$ cat config.mk
export PLATFORM = sky130hd
export DESIGN_NAME = seq_player
export DESIGN_NICKNAME = d
export VERILOG_FILES = /design/src/rtl/seq_pkg.sv /design/src/rtl/seq_lfsr.sv /design/src/rtl/seq_player.sv
export SDC_FILE = /design/constraint.sdc
export NUM_CORES = 1
export LEC_CHECK = 0
export CORE_MARGIN = 1
export CORE_UTILIZATION = 35
export DETAILED_ROUTE_END_ITERATION = 10
export SLEW_MARGIN = 20
export SYNTH_ARGS = -nofsm -noshare
export SYNTH_HDL_FRONTEND = slang
export SYNTH_SLANG_ARGS = --single-unit
$ cat constraint.sdc
create_clock -name clk -period 5.27 [get_ports clk]
set_input_delay 1.054 -clock clk [delete_from_list [all_inputs] [get_ports clk]]
set_output_delay 1.054 -clock clk [all_outputs]
set_load 0.005 [all_outputs]
$ cat src/rtl/seq_pkg.sv
// Shared types, fixed colour tables, LFSR taps and one-hot helper for seq_player.
// Pure definitions; no latency and no flow control apply here.
package seq_pkg;

    typedef enum logic [2:0] {
        ST_IDLE,
        ST_GEN,
        ST_ON,
        ST_OFF,
        ST_DONE
    } state_t;

    localparam int TBL_LEN    = 16;
    localparam int MAX_COLORS = 8;

    // Two bits per entry, entry 0 in the LSBs. Bank 1 is bank 0 reversed.
    localparam logic [2*TBL_LEN-1:0] BANK0_TBL = {
        2'd0, 2'd3, 2'd1, 2'd2, 2'd3, 2'd0, 2'd1, 2'd0,
        2'd2, 2'd3, 2'd0, 2'd1, 2'd3, 2'd0, 2'd2, 2'd0
    };
    localparam logic [2*TBL_LEN-1:0] BANK1_TBL = {
        2'd0, 2'd2, 2'd0, 2'd3, 2'd1, 2'd0, 2'd3, 2'd2,
        2'd0, 2'd1, 2'd0, 2'd3, 2'd2, 2'd1, 2'd3, 2'd0
    };

    // Maximal-length Fibonacci tap masks; bit k set means l[k] feeds back.
    function automatic logic [31:0] lfsr_taps(input int w);
        logic [31:0] m;
        case (w)
            4:       m = 32'h0000_000C;
            5:       m = 32'h0000_0014;
            6:       m = 32'h0000_0030;
            7:       m = 32'h0000_0060;
            8:       m = 32'h0000_00B8;
            9:       m = 32'h0000_0110;
            10:      m = 32'h0000_0240;
            11:      m = 32'h0000_0500;
            12:      m = 32'h0000_0E08;
            13:      m = 32'h0000_1C80;
            14:      m = 32'h0000_3802;
            15:      m = 32'h0000_6000;
            17:      m = 32'h0001_2000;
            18:      m = 32'h0002_0400;
            19:      m = 32'h0007_2000;
            20:      m = 32'h0009_0000;
            24:      m = 32'h00E1_0000;
            32:      m = 32'hA300_0000;
            default: m = 32'h0000_B400;
        endcase
        return m;
    endfunction

    function automatic logic [MAX_COLORS-1:0] onehot(input logic [2:0] idx);
        logic [MAX_COLORS-1:0] v;
        v      = '0;
        v[idx] = 1'b1;
        return v;
    endfunction

endpackage

$ cat src/rtl/seq_lfsr.sv
// Fibonacci LFSR with seed load (zero seed forced to 1) and step enable.
// next_value is combinational; state updates one clock after load/step, never stalls.
module seq_lfsr
    import seq_pkg::*;
#(
    parameter int W = 16
) (
    input  logic         clk,
    input  logic         rst_n,
    input  logic         load,
    input  logic         step,
    input  logic [W-1:0] seed,
    output logic [W-1:0] next_value
);

    localparam logic [31:0]  TAPS32 = lfsr_taps(W);
    localparam logic [W-1:0] TAPS   = TAPS32[W-1:0];

    logic [W-1:0] lfsr_q;

    assign next_value = {lfsr_q[W-2:0], ^(lfsr_q & TAPS)};

    // An all-zero state would lock the register, so a zero seed becomes 1.
    always_ff @(posedge clk or negedge rst_n) begin
        if (!rst_n) begin
            lfsr_q <= W'(1);
        end else if (load) begin
            lfsr_q <= (seed == '0) ? W'(1) : seed;
        end else if (step) begin
            lfsr_q <= next_value;
        end
    end

endmodule

$ cat src/rtl/seq_player.sv
// Plays a fixed or LFSR-generated colour sequence on one-hot LEDs; led/rd_data registered (1 cycle).
// Start pulses are dropped while busy; the read port runs every cycle regardless of state.
module seq_player
    import seq_pkg::*;
#(
    parameter int N_COLORS = 4,
    parameter int DEPTH    = 16,
    parameter int N_BANKS  = 2,
    parameter int ON_CYC   = 25000000,
    parameter int OFF_CYC  = 12500000,
    parameter int LFSR_W   = 16,
    localparam int AW      = $clog2(DEPTH),
    localparam int BW      = $clog2(N_BANKS + 1)
) (
    input  logic                clk,
    input  logic                rst_n,
    input  logic [BW-1:0]       bank_sel,
    input  logic [LFSR_W-1:0]   seed,
    input  logic                gen_start,
    input  logic                play_start,
    input  logic [AW:0]         play_len,
    output logic                busy,
    output logic [N_COLORS-1:0] led,
    output logic                play_done,
    input  logic [AW-1:0]       rd_addr,
    output logic [N_COLORS-1:0] rd_data
);

    localparam int             TMAX      = (ON_CYC > OFF_CYC) ? ON_CYC : OFF_CYC;
    localparam int             TW        = $clog2(TMAX) + 1;
    localparam logic [TW-1:0]  T_ON      = TW'(ON_CYC - 1);
    localparam logic [TW-1:0]  T_OFF     = TW'(OFF_CYC - 1);
    localparam logic [AW:0]    LEN_MAX   = (AW + 1)'(DEPTH);
    localparam logic [AW-1:0]  STEP_LAST = AW'(DEPTH - 1);

    state_t                state_q, state_d;
    logic [BW-1:0]         bank_q, bank_d;
    logic [AW:0]           len_q, len_d;
    logic [AW-1:0]         step_q, step_d;
    logic [TW-1:0]         timer_q, timer_d;
    logic [N_COLORS-1:0]   led_q, led_d;
    logic [N_COLORS-1:0]   rd_q, rd_d;
    logic                  done_q;
    logic                  lfsr_load;
    logic                  gen_we;
    logic [LFSR_W-1:0]     lfsr_nxt;
    logic [N_COLORS-1:0]   gen_oh;
    logic [N_COLORS-1:0]   buf_q [DEPTH];

    seq_lfsr #(
        .W (LFSR_W)
    ) u_lfsr (
        .clk        (clk),
        .rst_n      (rst_n),
        .load       (lfsr_load),
        .step       (gen_we),
        .seed       (seed),
        .next_value (lfsr_nxt)
    );

    // Bank indices at or above N_BANKS select the LFSR buffer; fixed tables wrap every 16 entries.
    function automatic logic [N_COLORS-1:0] lookup(input logic [BW-1:0] bank,
                                                   input logic [AW-1:0] addr);
        logic [3:0]          t;
        logic [1:0]          c;
        logic [N_COLORS-1:0] r;
        t = 4'(addr);
        if (int'(bank) >= N_BANKS) begin
            r = buf_q[addr];
        end else begin
            c = bank[0] ? BANK1_TBL[{t, 1'b0} +: 2] : BANK0_TBL[{t, 1'b0} +: 2];
            r = N_COLORS'(onehot(3'(32'(c) % N_COLORS)));
        end
        return r;
    endfunction

    assign gen_oh = N_COLORS'(onehot(3'(32'(lfsr_nxt) % N_COLORS)));

    always_comb begin
        state_d   = state_q;
        bank_d    = bank_q;
        len_d     = len_q;
        step_d    = step_q;
        timer_d   = timer_q;
        lfsr_load = 1'b0;
        gen_we    = 1'b0;
        unique case (state_q)
            ST_IDLE: begin
                if (gen_start) begin
                    lfsr_load = 1'b1;
                    step_d    = '0;
                    state_d   = ST_GEN;
                end else if (play_start) begin
                    bank_d = bank_sel;
                    len_d  = (int'(play_len) > DEPTH) ? LEN_MAX : play_len;
                    step_d = '0;
                    if (len_d == '0) begin
                        state_d = ST_DONE;
                    end else begin
                        state_d = ST_ON;
                        timer_d = T_ON;
                    end
                end
            end
            ST_GEN: begin
                gen_we = 1'b1;
                if (step_q == STEP_LAST) begin
                    step_d  = '0;
                    state_d = ST_IDLE;
                end else begin
                    step_d = step_q + 1'b1;
                end
            end
            ST_ON: begin
                if (timer_q == '0) begin
                    if ({1'b0, step_q} == len_q - 1'b1) begin
                        state_d = ST_DONE;
                    end else begin
                        state_d = ST_OFF;
                        timer_d = T_OFF;
                    end
                end else begin
                    timer_d = timer_q - 1'b1;
                end
            end
            ST_OFF: begin
                if (timer_q == '0) begin
                    step_d  = step_q + 1'b1;
                    state_d = ST_ON;
                    timer_d = T_ON;
                end else begin
                    timer_d = timer_q - 1'b1;
                end
            end
            ST_DONE: begin
                state_d = ST_IDLE;
            end
            default: begin
                state_d = ST_IDLE;
            end
        endcase
    end

    // Registered from the next state so the colour is valid on the first ON cycle.
    always_comb begin
        led_d = '0;
        if (state_d == ST_ON) begin
            led_d = lookup(bank_d, step_d);
        end
        rd_d = lookup(bank_q, rd_addr);
    end

    always_ff @(posedge clk or negedge rst_n) begin
        if (!rst_n) begin
            state_q <= ST_IDLE;
            bank_q  <= '0;
            len_q   <= '0;
            step_q  <= '0;
            timer_q <= '0;
            led_q   <= '0;
            rd_q    <= '0;
            done_q  <= 1'b0;
            for (int i = 0; i < DEPTH; i++) begin
                buf_q[i] <= N_COLORS'(onehot(3'd0));
            end
        end else begin
            state_q <= state_d;
            bank_q  <= bank_d;
            len_q   <= len_d;
            step_q  <= step_d;
            timer_q <= timer_d;
            led_q   <= led_d;
            rd_q    <= rd_d;
            done_q  <= (state_d == ST_DONE);
            if (gen_we) begin
                buf_q[step_q] <= gen_oh;
            end
        end
    end

    assign busy      = (state_q != ST_IDLE);
    assign led       = led_q;
    assign play_done = done_q;
    assign rd_data   = rd_q;

endmodule

==> impl_results.rst, run 1 <==
.. list-table::
   :header-rows: 1

   * - Metric
     - Value
   * - Fraction of layout cells with a size suffix above 1
     - 0.175
   * - Initial Utilization
     - 0.360
   * - Design area
     - around 8600 um2
   * - Slew HR
     - 0.417
   * - Floorplan row count
     - 52
   * - Master cell of the clock root buffer
     - sky130_fd_sc_hd__clkbuf_16
   * - Worst setup path category
     - flip-flop to flip-flop
   * - DRC marker count from the first detailed-route iteration
     - 362
   * - Final Hold Slack
     - 0.483 ns
   * - DRC violations left
     - 0
   * - Post-CTS setup repair buffer count
     - 0
   * - Layout net count
     - 814
   * - Final Slew Violations
     - 0
   * - Sequential area share after synthesis
     - 0.443
   * - Clock buffer count from CTS
     - 17
   * - Width of the chip
     - 147 um
   * - Number of I/O port buffers
     - 40
   * - Max Buffers Root-to-Sink
     - 2
   * - Sum Neg Setup Slack
     - 0 ns
   * - Post-detailed-route via-to-cell ratio
     - 5.47
   * - Cell with the largest stage delay on the worst path
     - sky130_fd_sc_hd__a2bb2oi_2
   * - Initial antenna violation count
     - 0
   * - Cells traversed along the worst timing path
     - inv_1 -> ha_1 -> nor4b_4 -> nand3_2 -> o31ai_4 -> a2bb2oi_2 -> inv_1 -> ha_1 -> and2_1 -> o311ai_1 -> a31o_2 -> and4b_1
   * - Warning count from the yosys run
     - 0
   * - Die height
     - 147 um
   * - Reported leakage power
     - 3.67 nW
   * - Highest-count cells in the layout ignoring fill and taps
     - sky130_fd_sc_hd__nand2_1, sky130_fd_sc_hd__dfrtp_1, sky130_fd_sc_hd__o21ai_0, sky130_fd_sc_hd__nor2_1, sky130_fd_sc_hd__mux2_2
   * - Placed instance area
     - 7960 um2
   * - Delay of the slowest critical-path stage
     - 0.56 ns
   * - Number of failing setup endpoints in the final timing report
     - 0
   * - Top routing layer in use
     - met4
   * - Portion of total power attributed to the clock network
     - 0.542
   * - Core Area
     - 20400 um2
   * - Gr ovfl total
     - 0
   * - Net count after synthesis
     - 784
   * - Wire length the detailed router placed on met1
     - about 9200 um
   * - Average footprint of a synthesized cell
     - around 9.9 um2
   * - Most common cell after layout, fill and taps aside
     - sky130_fd_sc_hd__nand2_1
   * - Netlist area before placement
     - 7330 um2
   * - Outcome
     - finished, final reports clean
   * - Total Routed Length
     - about 19000 um
   * - WP data arrival
     - around 4.3 ns
   * - Full die area
     - 21500 um2
   * - Layout Skew
     - 0.00951 ns
   * - Achievable Freq
     - 254 MHz
   * - Number of different library cells in the post-synthesis netlist
     - between 70 and 80
   * - Sequential power share
     - 0.422
   * - Final cycle utilization of the critical path
     - 0.747
   * - Power share of the combinational group
     - 0.035
   * - MaxCap Viol Count
     - 0
   * - Register bit count reported by yosys
     - 129
   * - TritonCTS sink count
     - 129
   * - Primary FF master, synth
     - sky130_fd_sc_hd__dfrtp_1
   * - Share of flip-flops with an asynchronous set or reset after synthesis
     - 1.00
   * - Synthesis-to-finish area growth
     - 17.4%
   * - Max rail drop VDD
     - between 0.15 and 0.2 mV
   * - Minimum clock period
     - 3.94 ns
   * - Clock latency at the later pin of the worst-skew pair
     - 0.43 ns
   * - Pre-antenna DRT Iters
     - 4
   * - Pin count of the biggest net entering global routing
     - 95
   * - Detailed-routed wire length on met3
     - 839 um
   * - Remaining number of nets flagged by the antenna check after routing
     - 0
   * - Global Route Usage Sum
     - 0.185
   * - Switching portion of total power
     - 0.210
   * - Diode count
     - 0
   * - Met2 WL post-DR
     - 8350 um
   * - Estimated wirelength of the detail-placed design
     - 13200 um
   * - Transition at the pin with the smallest max-transition slack
     - ~0.87 ns
   * - H-tree depth reported by CTS
     - 4
   * - CTS tree
     - done
   * - Count of pins on the block boundary
     - 41
   * - Final weighted congestion in routability-driven placement
     - 0.901
   * - Routed length per instance
     - 17.8 um
   * - Hold/Removal Path Class
     - flip-flop to flip-flop
   * - Number of enable flip-flop cells after synthesis
     - 0
   * - Worst setup EP type
     - flip-flop
   * - Switching power
     - 495 uW
   * - Number of instances in the synthesized netlist
     - about 740
   * - Number of buffer and inverter instances along the worst setup path
     - 2
   * - Total internal power
     - ~1.9 mW
   * - Data required time at the worst endpoint
     - approximately 5.6 ns
   * - Number of gates resized after CTS
     - 0
   * - Cell class contributing the biggest share of worst-path delay
     - compound AO/OA/AOI/OAI gates
   * - Via count of the first global-routing pass
     - 5624
   * - Power density cells
     - roughly 270 nW/um2
   * - Unrepaired setup endpoints after global routing
     - false
   * - Worst-path fanout max
     - 17
   * - Hold violation count in the final report
     - 0
   * - Clk slew on worst S/H paths
     - 0.06 ns
   * - Startpoint types
     - flip-flop
   * - Cts hold-fix bufs
     - 0
   * - Detailed-route via count
     - 5754
   * - Global-route wire length before repair
     - between 30000 and 40000 um
==> power by group through the flow <==
stage,clock network [mW],registers [mW],logic [mW]
6_report,1.28,0.995,0.0837
5_1_grt,1.33,0.995,0.0929
4_1_cts,1.29,0.995,0.0859
3_5_place_dp,0,1.01,0.0855
3_3_place_gp,0,1.01,0.0851
2_1_floorplan,0,1.01,0.0255
==> worst register-to-register path: cells and delay by family, from the launching register on <==
kind                     cells  cell delay, ns
adder cells (fa/ha/maj)      2            0.49
AO/OA/AOI/OAI                4            1.54
flip-flops                   1            0.43
buffers and inverters        2            0.51
AND/OR/NAND/NOR              4            0.86
==> kinds of logic (layout without fill, tap and decap cells) <==
family / Yosys count / count (layout) / share of synthesized area
buffers and inverters: 61 / 104 / 0.0355
DFF: 129 / 129 / 0.443
adders and majority gates: 14 / 14 / 0.0239
AOI/OAI and AO/OA: 201 / 201 / 0.172
xor gates and xnor gates: 10 / 10 / 0.0120
and+or+nand+nor: 245 / 245 / 0.162
muxes: 79 / 79 / 0.151
==> final cells by class <==
| class | instances | area [um2] |
|---|---|---|
| Fill cell | 1971 | 11800 |
| Clock inverter | 9 | 154 |
| Multi-Input combinational cell | 549 | 3840 |
| Inverter | 27 | 104 |
| Sequential cell | 129 | 3250 |
| Timing Repair Buffer | 45 | 439 |
| Clock buffer | 23 | 478 |
| Tap cell | 270 | 338 |
==> sequential cells by signal, indices dropped and copies added, names as in the netlist <==
register / cells
bank_q: 2
buf_q: 64
led: 4
len_q: 5
play_done: 1
rd_data: 4
state_q: 3
step_q: 4
timer_q: 26
u_lfsr.lfsr_q: 16
==> worst paths after layout <==
check	start	to	slack (ns)	cells past startpoint
worst max-delay path	timer_q[0]$_DFFE_PN0P_	led[1]$_DFF_PN0_	1.33	12
worst min-delay path	u_lfsr.lfsr_q[6]$_DFFE_PN0P_	u_lfsr.lfsr_q[6]$_DFFE_PN0P_	0.48	2
min in group asynchronous	rst_n	timer_q[3]$_DFFE_PN0P_	0.70	1
worst min register to register	u_lfsr.lfsr_q[6]$_DFFE_PN0P_	u_lfsr.lfsr_q[6]$_DFFE_PN0P_	0.48	2
worst max register to register	timer_q[0]$_DFFE_PN0P_	led[1]$_DFF_PN0_	1.33	12
max in group asynchronous	rst_n	buf_q[24]$_DFFE_PN1P_	3.58	2
==> cell usage after synthesis, types with 11 or more instances <==
cell type | count | area share
sky130_fd_sc_hd__nand2_1 | 119 | 0.061
sky130_fd_sc_hd__a21oi_1 | 24 | 0.016
sky130_fd_sc_hd__dfstp_2 | 17 | 0.061
sky130_fd_sc_hd__dfrtp_1 | 112 | 0.38
sky130_fd_sc_hd__clkbuf_1 | 29 | 0.015
sky130_fd_sc_hd__o22ai_1 | 11 | 0.0094
sky130_fd_sc_hd__and3_1 | 12 | 0.010
sky130_fd_sc_hd__a22oi_1 | 15 | 0.015
sky130_fd_sc_hd__nand2b_1 | 11 | 0.0094
sky130_fd_sc_hd__nor2_1 | 46 | 0.024
sky130_fd_sc_hd__mux2_2 | 44 | 0.068
sky130_fd_sc_hd__nor3_1 | 14 | 0.0096
sky130_fd_sc_hd__o21ai_0 | 90 | 0.061
sky130_fd_sc_hd__ha_1 | 14 | 0.024
sky130_fd_sc_hd__mux4_2 | 21 | 0.065
sky130_fd_sc_hd__mux2i_1 | 14 | 0.019
sky130_fd_sc_hd__inv_1 | 24 | 0.012
==> stage by stage <==
step / instances / setup slack [ns] / util / power [mW]
global placement: 1020 / 1.09 / 0.391 / 1.10
global route: 1052 / 1.03 / 0.422 / 2.42
CTS: 1052 / 1.35 / 0.422 / 2.37
detailed placement: 1020 / 0.951 / 0.391 / 1.10
finish: 1052 / 1.33 / 0.422 / 2.36
floorplan: 739 / 1.90 / - / 1.04
==> metal layers <==
layer,vias up,GRT usage
li1,2772,-
met1,2811,0.263
met2,145,0.278
met3,26,0.0410
met4,0,0.0630
met5,-,0
Note: power is estimated with default switching activity, not from simulation.
==> run 2: changes to the inputs <==
- clock period: 5.27 -> 3.6 ns (I/O delays scaled with it)
==> run 2 against run 1 <==
  * Flip-flop and latch count did not move
  * Combinational power grew 53%
  * Worst hold slack got worse by 0.24 ns
  * Critical path type unchanged
  * Largest power group unchanged
  * Maximum frequency increased by 15%
==> impl_results.rst, run 2 (synthesis gave the netlist of run 1 again) <==
.. list-table::
   :header-rows: 1

   * - Metric
     - Value
   * - Initial Utilization
     - 0.360
   * - Remaining number of nets flagged by the antenna check after routing
     - 0
   * - Power density cells
     - roughly 380 nW/um2
   * - Max rail drop VDD
     - about 0.27 mV
   * - Clock latency at the later pin of the worst-skew pair
     - 0.42 ns
   * - Reported leakage power
     - ~3.8 nW
   * - Setup slack at placement
     - 0.171 ns
   * - Setup slack on the worst flop-to-flop path
     - ~0.18 ns
   * - Number of gates resized after CTS
     - 0
   * - Cts hold-fix bufs
     - 0
   * - Initial antenna violation count
     - 0
   * - Pin count of the biggest net entering global routing
     - 52
   * - Estimated wirelength of the detail-placed design
     - 13500 um
   * - Full die area
     - between 20000 and 25000 um2
   * - Multi-input gate area in the final layout
     - 3830 um2
   * - Layout net count
     - 837
   * - Fraction of layout cells with a size suffix above 1
     - 0.202
   * - Pre-antenna DRT Iters
     - 5
   * - Max Buffers Root-to-Sink
     - 2
   * - Die height
     - 147 um
   * - Overall power of the completed layout
     - 3.37 mW
   * - Worst setup EP type
     - flip-flop
   * - Slew HR
     - 0.544
   * - Final weighted congestion in routability-driven placement
     - 0.883
   * - WP data arrival
     - 3.74 ns
   * - Number of flip-flops in the largest register
     - 64
   * - Met2 WL post-DR
     - 8420 um
   * - Clk slew on worst S/H paths
     - about 0.060 ns
   * - Final setup slack of the worst path
     - ~0.18 ns
   * - Detailed-route via count
     - 5829
   * - Hold violation count in the final report
     - 0
   * - Diode count
     - 0
   * - Final Slew Violations
     - 0
   * - H-tree depth reported by CTS
     - 4
   * - Wire length the detailed router placed on met1
     - 9080 um
   * - Highest-count cells in the layout ignoring fill and taps
     - sky130_fd_sc_hd__nand2_1, sky130_fd_sc_hd__dfrtp_1, sky130_fd_sc_hd__o21ai_0, sky130_fd_sc_hd__nor2_1, sky130_fd_sc_hd__mux2_2
   * - Top routing layer in use
     - met4
   * - DRC violations left
     - 0
   * - Minimum clock period
     - around 3.4 ns
   * - Master cell of the clock root buffer
     - sky130_fd_sc_hd__clkbuf_16
   * - Layout filler cell count
     - between 1500 and 2000
   * - Worst-path fanout max
     - 14
   * - Global Route Usage Sum
     - 0.186
   * - Global-route wire length before repair
     - 31500 um
   * - Area taken by flip-flops and latches
     - between 3000 and 4000 um2
   * - Sequential power share
     - 0.432
   * - Switching portion of total power
     - 0.216
   * - Transition at the pin with the smallest max-transition slack
     - ~0.68 ns
   * - Largest register by flop count
     - buf_q
   * - Delay of the slowest critical-path stage
     - 0.48 ns
   * - Post-CTS setup repair buffer count
     - 0
   * - Floorplan row count
     - 52
   * - Power share of the combinational group
     - 0.038
   * - Core Area
     - 20400 um2
   * - Clock buffer count from CTS
     - 17
   * - CTS tree
     - done
   * - Routed length per instance
     - 17.3 um
   * - Width of the chip
     - around 150 um
   * - Via count of the first global-routing pass
     - 5773
   * - Number of I/O port buffers
     - 40
   * - Number of failing setup endpoints in the final timing report
     - 0
   * - Core Util, Final
     - 0.431
   * - Post-detailed-route via-to-cell ratio
     - 5.42
   * - MaxCap Viol Count
     - 0
   * - Startpoint types
     - flip-flop
   * - Largest regs
     - buf_q (64), timer_q (26), u_lfsr.lfsr_q (16)
   * - Most common cell after layout, fill and taps aside
     - sky130_fd_sc_hd__nand2_1
   * - Outcome
     - finished, final reports clean
   * - Cell with the largest stage delay on the worst path
     - sky130_fd_sc_hd__mux4_2
   * - Count of pins on the block boundary
     - 41
   * - Layout Skew
     - 0.00967 ns
   * - Worst setup path category
     - flip-flop to flip-flop
   * - DRC marker count from the first detailed-route iteration
     - between 400 and 500
   * - Detailed-routed wire length on met3
     - 857 um
   * - Switching power
     - 728 uW
   * - Hold/Removal Path Class
     - input pin to async pin
   * - Final cycle utilization of the critical path
     - 0.950
   * - Unrepaired setup endpoints after global routing
     - true
   * - TritonCTS sink count
     - around 130
   * - Gr ovfl total
     - 0
   * - Portion of total power attributed to the clock network
     - 0.530
   * - Achievable Freq
     - 292 MHz
   * - Cells traversed along the worst timing path
     - inv_1 -> ha_1 -> nor4b_4 -> nand3_2 -> o31ai_4 -> a21oi_2 -> or2_1 -> inv_4 -> mux2i_1 -> mux4_2 -> a2111o_1 -> o31ai_1
   * - Total internal power
     - 2.64 mW
   * - Data required time at the worst endpoint
     - 3.92 ns
   * - Total Routed Length
     - 18600 um
   * - Synthesis-to-finish area growth
     - 19.7%
==> run 2: cell types whose count changed in the layout (fill, tap and decap cells not counted), sizes merged <==
cell,delta
buf,+23
clkbuf,-4
bufinv,-1
inv,+1
clkinv,+4
==> run 2: layout make-up <==
class                           count  area share
Multi-Input combinational cell    549       0.437
Sequential cell                   129       0.370
Timing Repair Buffer               68      0.0726
Clock buffer                       19      0.0516
Tap cell                          270      0.0385
Clock inverter                     13      0.0183
Inverter                           27      0.0118
==> run 2: critical path, delay by kind of cell, from the launching register on <==
family	cells	cell delay, ns
muxes	2	0.58
AOI/OAI and AO/OA	4	0.97
buffers and inverters	2	0.30
and+or+nand+nor	3	0.83
DFF	1	0.42
adders and majority gates	1	0.21
==> run 2: final timing paths <==
kind / from / to / cells past startpoint
setup / recovery: timer_q[0]$_DFFE_PN0P_ / led[0]$_DFF_PN0_ / 12
hold / removal: rst_n / timer_q[4]$_DFFE_PN0P_ / 1
setup reg to reg: timer_q[0]$_DFFE_PN0P_ / led[0]$_DFF_PN0_ / 12
hold reg to reg: u_lfsr.lfsr_q[7]$_DFFE_PN0P_ / u_lfsr.lfsr_q[7]$_DFFE_PN0P_ / 2
max in group asynchronous: rst_n / buf_q[56]$_DFFE_PN1P_ / 2
min in group clk: u_lfsr.lfsr_q[7]$_DFFE_PN0P_ / u_lfsr.lfsr_q[7]$_DFFE_PN0P_ / 2
==> run 2: metrics by stage <==
step / setup TNS [ns] / area, um2 / hold slack (ns) / cells
after detailed placement: 0 / 8150 / 0.480 / 1043
after CTS: 0 / 8760 / 0.264 / 1075
after global placement: 0 / 8150 / 0.461 / 1043
after global routing: -0.107 / 8770 / 0.284 / 1075
after floorplan: 0 / 7330 / 0.424 / 739
final: 0 / 8770 / 0.242 / 1075
==> run 2: power by group through the flow <==
stage          combinational (mW)  sequential [mW]  clock (mW)
2_1_floorplan              0.0373             1.48           0
3_3_place_gp                0.131             1.48           0
3_5_place_dp                0.132             1.48           0
4_1_cts                     0.132             1.46        1.82
5_1_grt                     0.144             1.46        1.88
6_report                    0.128             1.46        1.78
==> run 2: per-layer routing <==
layer,global-route usage,up-vias
met5,0,-
met4,0.0521,0
met3,0.0304,22
met2,0.287,150
met1,0.268,2849
li1,-,2808
